[config.mk]
export PLATFORM = sky130hd
export DESIGN_NAME = ethtx_arb
export DESIGN_NICKNAME = d
export VERILOG_FILES = /design/src/rtl/ethtx_arb_pkg.sv /design/src/rtl/ethtx_arb_rr_pick.sv /design/src/rtl/ethtx_arb.sv
export SDC_FILE = /design/constraint.sdc
export NUM_CORES = 1
export LEC_CHECK = 0
export CAP_MARGIN = 40
export CORE_ASPECT_RATIO = 0.9
export CORE_UTILIZATION = 45
export CTS_CLUSTER_DIAMETER = 150
export DETAILED_ROUTE_END_ITERATION = 8
export PLACE_DENSITY = 0.82
export REMOVE_ABC_BUFFERS = 1
export SYNTH_ARGS = -nofsm -noshare
export SYNTH_HDL_FRONTEND = slang
export SYNTH_HIERARCHICAL = 1
export SYNTH_SLANG_ARGS = --single-unit
[constraint.sdc]
create_clock -name clk -period 1.25 [get_ports clk]
set_input_delay 0.25 -clock clk [delete_from_list [all_inputs] [get_ports clk]]
set_output_delay 0.25 -clock clk [all_outputs]
set_load 0.02 [all_outputs]
[src/rtl/ethtx_arb_pkg.sv]
// Shared types and constants for the Ethernet transmit arbiter.
// The byte counter helper saturates so the oversize check can never wrap.
package ethtx_arb_pkg;

    localparam int LENW          = 11;
    localparam int DEF_MINLEN    = 60;
    localparam int DEF_MAXLEN    = 1514;
    localparam int DEF_IFG       = 12;
    localparam int DEF_START_TMO = 16;

    typedef enum logic [2:0] {
        IDLE  = 3'd0,
        WAIT  = 3'd1,
        XFER  = 3'd2,
        PAD   = 3'd3,
        DRAIN = 3'd4,
        GAP   = 3'd5
    } state_t;

    function automatic logic [LENW-1:0] sat_inc(input logic [LENW-1:0] v,
                                                 input logic [LENW-1:0] lim);
        if (v >= lim) begin
            return lim;
        end else begin
            return v + 11'd1;
        end
    endfunction

endpackage

[src/rtl/ethtx_arb_rr_pick.sv]
// Combinational round-robin picker: first requester at or after ptr, wrapping.
module ethtx_arb_rr_pick #(
    parameter int NREQ = 2,
    parameter int IDXW = 1
) (
    input  logic [NREQ-1:0] req,
    input  logic [IDXW-1:0] ptr,
    output logic [NREQ-1:0] pick,
    output logic [IDXW-1:0] idx,
    output logic            valid
);

    logic [IDXW-1:0] cand_s;

    // Scan requesters starting at the pointer; the first hit wins.
    always_comb begin
        pick   = '0;
        idx    = '0;
        valid  = 1'b0;
        cand_s = '0;
        for (int k = 0; k < NREQ; k++) begin
            cand_s = IDXW'((int'(ptr) + k) % NREQ);
            if (!valid && req[cand_s]) begin
                valid        = 1'b1;
                pick[cand_s] = 1'b1;
                idx          = cand_s;
            end else begin
                valid = valid;
            end
        end
    end

endmodule

[src/rtl/ethtx_arb.sv]
// Transmit arbiter: round-robin grant of one frame at a time onto the shared
// byte stream, with runt padding, oversize truncation and inter-frame gap.
module ethtx_arb
    import ethtx_arb_pkg::*;
#(
    parameter int NREQ      = 2,
    parameter int MINLEN    = DEF_MINLEN,
    parameter int MAXLEN    = DEF_MAXLEN,
    parameter int IFG       = DEF_IFG,
    parameter int START_TMO = DEF_START_TMO
) (
    input  logic              clk,
    input  logic              reset_n,
    input  logic [NREQ-1:0]   req,
    input  logic [8*NREQ-1:0] din,
    input  logic [NREQ-1:0]   dven,
    output logic [NREQ-1:0]   grant,
    output logic [7:0]        tx_data,
    output logic              tx_dven,
    output logic              tx_err,
    output logic              busy
);

    localparam int IDXW = (NREQ > 1) ? $clog2(NREQ) : 1;
    localparam logic [LENW-1:0] MINLEN_C   = LENW'(MINLEN);
    localparam logic [LENW-1:0] MAXLEN_C   = LENW'(MAXLEN);
    localparam logic [LENW-1:0] IFG_LAST_C = LENW'(IFG - 1);
    localparam logic [LENW-1:0] TMO_LAST_C = LENW'(START_TMO - 1);

    logic [1:0]      rst_sync_r;
    logic            rst_n_s;
    state_t          state_r;
    logic [IDXW-1:0] ptr_r;
    logic [IDXW-1:0] gidx_r;
    logic [LENW-1:0] cnt_r;
    logic [LENW-1:0] aux_cnt_r;
    logic [NREQ-1:0] pick_s;
    logic [IDXW-1:0] pick_idx_s;
    logic            pick_valid_s;
    logic [IDXW-1:0] next_ptr_s;
    logic            dven_s;
    logic [7:0]      din_s;

    // Reset synchronizer: asserts asynchronously, releases two clocks later.
    always_ff @(posedge clk or negedge reset_n) begin
        if (!reset_n) begin
            rst_sync_r <= 2'b00;
        end else begin
            rst_sync_r <= {rst_sync_r[0], 1'b1};
        end
    end

    assign rst_n_s = rst_sync_r[1];
    assign dven_s  = dven[gidx_r];
    assign din_s   = din[{gidx_r, 3'b000} +: 8];

    ethtx_arb_rr_pick #(
        .NREQ (NREQ),
        .IDXW (IDXW)
    ) u_pick (
        .req   (req),
        .ptr   (ptr_r),
        .pick  (pick_s),
        .idx   (pick_idx_s),
        .valid (pick_valid_s)
    );

    // Pointer value taken on grant release: one past the granted source.
    always_comb begin
        next_ptr_s = '0;
        if (gidx_r == IDXW'(NREQ - 1)) begin
            next_ptr_s = '0;
        end else begin
            next_ptr_s = gidx_r + IDXW'(1);
        end
    end

    // Arbitration FSM with registered grant, datapath and status outputs.
    always_ff @(posedge clk or negedge rst_n_s) begin
        if (!rst_n_s) begin
            state_r   <= IDLE;
            ptr_r     <= '0;
            gidx_r    <= '0;
            cnt_r     <= '0;
            aux_cnt_r <= '0;
            grant     <= '0;
            tx_data   <= 8'h00;
            tx_dven   <= 1'b0;
            tx_err    <= 1'b0;
            busy      <= 1'b0;
        end else begin
            tx_err  <= 1'b0;
            tx_dven <= 1'b0;
            tx_data <= 8'h00;
            case (state_r)
                IDLE: begin
                    if (pick_valid_s) begin
                        grant     <= pick_s;
                        gidx_r    <= pick_idx_s;
                        cnt_r     <= '0;
                        aux_cnt_r <= '0;
                        busy      <= 1'b1;
                        state_r   <= WAIT;
                    end else begin
                        grant <= '0;
                    end
                end
                WAIT: begin
                    if (dven_s) begin
                        tx_data <= din_s;
                        tx_dven <= 1'b1;
                        cnt_r   <= 11'd1;
                        state_r <= XFER;
                    end else if (aux_cnt_r == TMO_LAST_C) begin
                        grant     <= '0;
                        tx_err    <= 1'b1;
                        ptr_r     <= next_ptr_s;
                        aux_cnt_r <= '0;
                        state_r   <= GAP;
                    end else begin
                        aux_cnt_r <= aux_cnt_r + 11'd1;
                    end
                end
                XFER: begin
                    if (dven_s) begin
                        if (cnt_r >= MAXLEN_C) begin
                            tx_err  <= 1'b1;
                            state_r <= DRAIN;
                        end else begin
                            tx_data <= din_s;
                            tx_dven <= 1'b1;
                            cnt_r   <= sat_inc(cnt_r, MAXLEN_C);
                        end
                    end else begin
                        grant     <= '0;
                        ptr_r     <= next_ptr_s;
                        aux_cnt_r <= '0;
                        if (cnt_r >= MINLEN_C) begin
                            state_r <= GAP;
                        end else begin
                            // first pad byte follows the last source byte with no bubble
                            tx_dven <= 1'b1;
                            cnt_r   <= sat_inc(cnt_r, MAXLEN_C);
                            state_r <= PAD;
                        end
                    end
                end
                PAD: begin
                    if (cnt_r >= MINLEN_C) begin
                        aux_cnt_r <= '0;
                        state_r   <= GAP;
                    end else begin
                        tx_dven <= 1'b1;
                        cnt_r   <= sat_inc(cnt_r, MAXLEN_C);
                    end
                end
                DRAIN: begin
                    if (!dven_s) begin
                        grant     <= '0;
                        ptr_r     <= next_ptr_s;
                        aux_cnt_r <= '0;
                        state_r   <= GAP;
                    end else begin
                        state_r <= DRAIN;
                    end
                end
                GAP: begin
                    if (aux_cnt_r == IFG_LAST_C) begin
                        aux_cnt_r <= '0;
                        // the last gap cycle also makes the idle decision, so the
                        // next grant lands IFG+1 cycles after the last tx byte
                        if (pick_valid_s) begin
                            grant   <= pick_s;
                            gidx_r  <= pick_idx_s;
                            cnt_r   <= '0;
                            state_r <= WAIT;
                        end else begin
                            busy    <= 1'b0;
                            state_r <= IDLE;
                        end
                    end else begin
                        aux_cnt_r <= aux_cnt_r + 11'd1;
                    end
                end
                default: begin
                    grant   <= '0;
                    busy    <= 1'b0;
                    state_r <= IDLE;
                end
            endcase
        end
    end

endmodule
==> run summary <==
The run finished, with violations left. The final reports fail on setup timing. Hold is met by 0.101 ns.

The congestion estimate from routability-driven global placement came to 0.917. The total wire length after detailed routing was 12.9 mm; the power density over the cells was 2110 mW/mm^2. The logs give 0 for the number of antenna violations at the first check in global routing and 42 for the CTS sink count. The die span in y was 75.0 um; the total number of nets in the final design was 460. The share of total power dissipated in combinational logic is 67.4%.

The floorplan die width works out to 83.1 um. The internal portion of the total power is 5.07 mW. In the routed design, unresolved DRC markers number 0.

Yosys mapped a number of flops with a built-in enable equal to 0. For this run, the leading register cell type out of synthesis is sky130_fd_sc_hd__dfrtp_1. The worst register-to-register path begins at cnt_r[6]. Detailed placement ended at an HPWL of 5.61 mm. For the worst setup path, the data required time is 1.45 ns. The number of instances in the synthesized netlist was 295. The reported net switching power was 4.32 mW; the via count of the first global-routing pass was 3097. The worst setup path is launched from a flop. Detailed routing inserted a total of 3622 vias.

Compared with the post-synthesis result, the final layout area differs by 67.2%. The type of the setup path with the least slack is flop to flop. The tools report the overall routing resource usage as 34.3%. For this block, the initial DRC count from the detailed router was 670.

The number of antenna diodes in the final layout is 0. TritonCTS built the clock tree. Summed instance area of the synthesized netlist: 0.00267 mm^2. Dividing the detail-routed via count by the number of cells gives 7.16. Root buffer selected by CTS: sky130_fd_sc_hd__clkbuf_8. Setup repair after global routing could not meet its margin everywhere. During synthesis, Yosys emitted a total of 6 warnings. Initial cell density of the core: 46.8%. The top cell types in the final layout, fill and taps aside, are sky130_fd_sc_hd__buf_4, sky130_fd_sc_hd__dfrtp_1, sky130_fd_sc_hd__clkdlybuf4s50_1, sky130_fd_sc_hd__nor2_1. For this run the aggregate overflow at the end of global routing stands at 0. Of the cells placed in the final design, the portion with a size suffix greater than 1 is 44.3%. The average detailed-routed wire length per instance came out at 25.5 um.

Fill cells in the final layout number 250. Dividing the synthesized area by the synthesized cell count gives 9.03 um^2. After floorplanning, the core was sized to cover 0.00569 mm^2. After synthesis, the share of flip-flops with an asynchronous set or reset is 100%. Post-place setup slack: -1.08 ns. The tools report the number of rows in the core area as 26. STA classifies the critical path endpoint as a flop.

Across all register-to-register paths, the minimum setup slack is -0.99 ns. The detail route stage leaves a number of antenna-violating nets equal to 0. For the first-pass GRT wire length, the log shows 16.6 mm. Setup violations remaining at the end of the flow were counted as 40. The library cell used most frequently in the layout, excluding fill and tap cells, is sky130_fd_sc_hd__buf_4.

Class of the most critical hold timing path: input port to async pin. Across the VDD grid, the largest voltage drop is 1.31 mV. The number of different library cells used by synthesis comes to 67. The flop and latch count out of synthesis is 42. The setup slack of the critical path after layout came out at -0.986 ns.

The logs give -30.40 ns for the setup TNS and 5 for the number of buffers created by CTS. The post-route minimum period was 2.24 ns. The logs give 2.44 ns for the data arrival time of the critical path and 0 for the count of final max-slew check failures.

Of all nets on the critical path, the largest fanout is 3. Max-cap violations in this run came to 0. After layout, the worst path uses 179% of the clock period.

The logs give 6 for the detailed-routing iteration count for the pre-antenna-repair pass and 0.00623 mm^2 for the die area. The run gives 0.00491 ns as the clock skew. The post-synthesis sequential area ratio was 39.4%; the cell leakage power was 2.05 nW.

The H-tree was split into 2 levels. 35 I/O pins were placed. After clock tree synthesis, the clock-pin slew on the worst setup and hold paths is 0.09 ns. Sequential cells account for 20.5% of the total power. The clock insertion delay at the later pin of the skew report is 0.31 ns. For this run, the top clock speed supported by timing is 447 MHz. The share of total power dissipated in the clock network is 12.1%. The endpoint identified for the worst register-to-register timing path is state_r[2]. Net switching is 46.0% of the power.

The number of cells on the worst reg-to-reg path is 6. The tools report the maximum clock insertion buffer count as 2. Entering global routing, the biggest net connects 41 pins.

The total of buffers placed on input and output ports is 34, and the hold violation total from the final report is 0.
[power groups by stage]
stage / clock network [mW] / registers (mW) / logic [mW]
after detailed placement: 0 / 1.88 / 4.17
after global routing: 1.19 / 1.95 / 6.50
after floorplan: 0 / 2.23 / 1.81
after global placement: 0 / 1.87 / 4.05
final: 1.13 / 1.93 / 6.33
after CTS: 1.09 / 1.86 / 4.85
[through the flow]
| step | std cells | cell area, um^2 | power, mW | utilization [%] |
|---|---|---|---|---|
| after global routing | 506 | 4460 | 9.63 | 78.3 |
| after floorplan | 278 | 2570 | 4.05 | - |
| final | 506 | 4460 | 9.39 | 78.3 |
| after global placement | 473 | 3700 | 5.91 | 64.9 |
| after CTS | 493 | 4130 | 7.80 | 72.5 |
| after detailed placement | 473 | 3700 | 6.05 | 64.9 |
[cells in the mapped netlist, types with 3 or more instances]
cell | count | area share (%)
sky130_fd_sc_hd__nand2b_1 | 6 | 1.4
sky130_fd_sc_hd__o41ai_1 | 6 | 2.0
sky130_fd_sc_hd__and3_1 | 5 | 1.2
sky130_fd_sc_hd__or3_1 | 6 | 1.4
sky130_fd_sc_hd__o21ai_0 | 19 | 3.6
sky130_fd_sc_hd__ha_1 | 3 | 1.4
sky130_fd_sc_hd__inv_1 | 13 | 1.8
sky130_fd_sc_hd__o31ai_1 | 4 | 1.1
sky130_fd_sc_hd__a221o_1 | 3 | 1.1
sky130_fd_sc_hd__a21o_1 | 3 | 0.85
sky130_fd_sc_hd__nand2_1 | 17 | 2.4
sky130_fd_sc_hd__mux2i_1 | 15 | 5.6
sky130_fd_sc_hd__buf_2 | 4 | 0.75
sky130_fd_sc_hd__nor3_1 | 17 | 3.2
sky130_fd_sc_hd__clkbuf_1 | 6 | 0.85
sky130_fd_sc_hd__dfrtp_1 | 42 | 39
sky130_fd_sc_hd__nand4_1 | 5 | 1.2
sky130_fd_sc_hd__nor2_1 | 27 | 3.8
sky130_fd_sc_hd__a21boi_1 | 3 | 0.85
sky130_fd_sc_hd__nand3_1 | 13 | 2.4
sky130_fd_sc_hd__nor4_1 | 8 | 1.9
sky130_fd_sc_hd__a21oi_1 | 12 | 2.3
[cells by family after synthesis]
logic type,after synthesis,synth area share (%)
adders and majority gates,3,1.41
AOI/OAI and AO/OA,78,21.6
and+or+nand+nor,122,24.7
buffers and inverters,31,5.45
xor gates and xnor gates,1,0.329
other,1,0.141
DFF,42,39.4
muxes,17,6.90
[final cells by class]
class | instances | area [um^2] | area share (%)
multi-input cells | 223 | 1880 | 42.2
repair buffers | 149 | 1270 | 28.6
clock inverters | 3 | 40.0 | 0.899
inverters | 14 | 52.6 | 1.18
flip-flops and latches | 42 | 1050 | 23.7
clock buffers | 5 | 68.8 | 1.54
well taps | 70 | 87.6 | 1.97
[registers in the layout, summed over array words and instances (netlist names)]
signal,count
aux_cnt_r,11
busy,1
cnt_r,11
gidx_r,1
grant,2
ptr_r,1
rst_sync_r,2
state_r,3
tx_data,8
tx_dven,1
tx_err,1
[worst max path at each step]
stage / startpoint / endpoint / cells after the start
final: cnt_r[6] / state_r[2] / 6
after global routing: state_r[2] / cnt_r[5] / 5
after CTS: cnt_r[10] / aux_cnt_r[9] / 6
after detailed placement: req[0] / cnt_r[3] / 7
after global placement: req[0] / cnt_r[9] / 7
after floorplan: gidx_r / cnt_r[5] / 5
[layer usage]
layer  vias up  GRT usage, %  wire length, um
met5         -             0                0
met3       144          8.00             1830
met1      1636          43.1             4490
met4         0          18.2              971
met2       454          56.2             5610
li1       1388             -                -
[what timing repair did]
action	CTS	global route
hold buffers	0	0
gates cloned	3	0
endpoints found under the setup margin	53	49
setup buffers	17	19
pin swaps	28	27
gates resized for setup	76	63
[worst max-delay path: stages (launching register included)]
cell and delay (ns):
sky130_fd_sc_hd__dfrtp_1 0.43, sky130_fd_sc_hd__or4_4 0.59, sky130_fd_sc_hd__or3_4 0.43, sky130_fd_sc_hd__buf_6 0.14
sky130_fd_sc_hd__nor2_4 0.08, sky130_fd_sc_hd__o2111ai_2 0.16, sky130_fd_sc_hd__a31o_2 0.29
(Power assumes the default switching activity.)
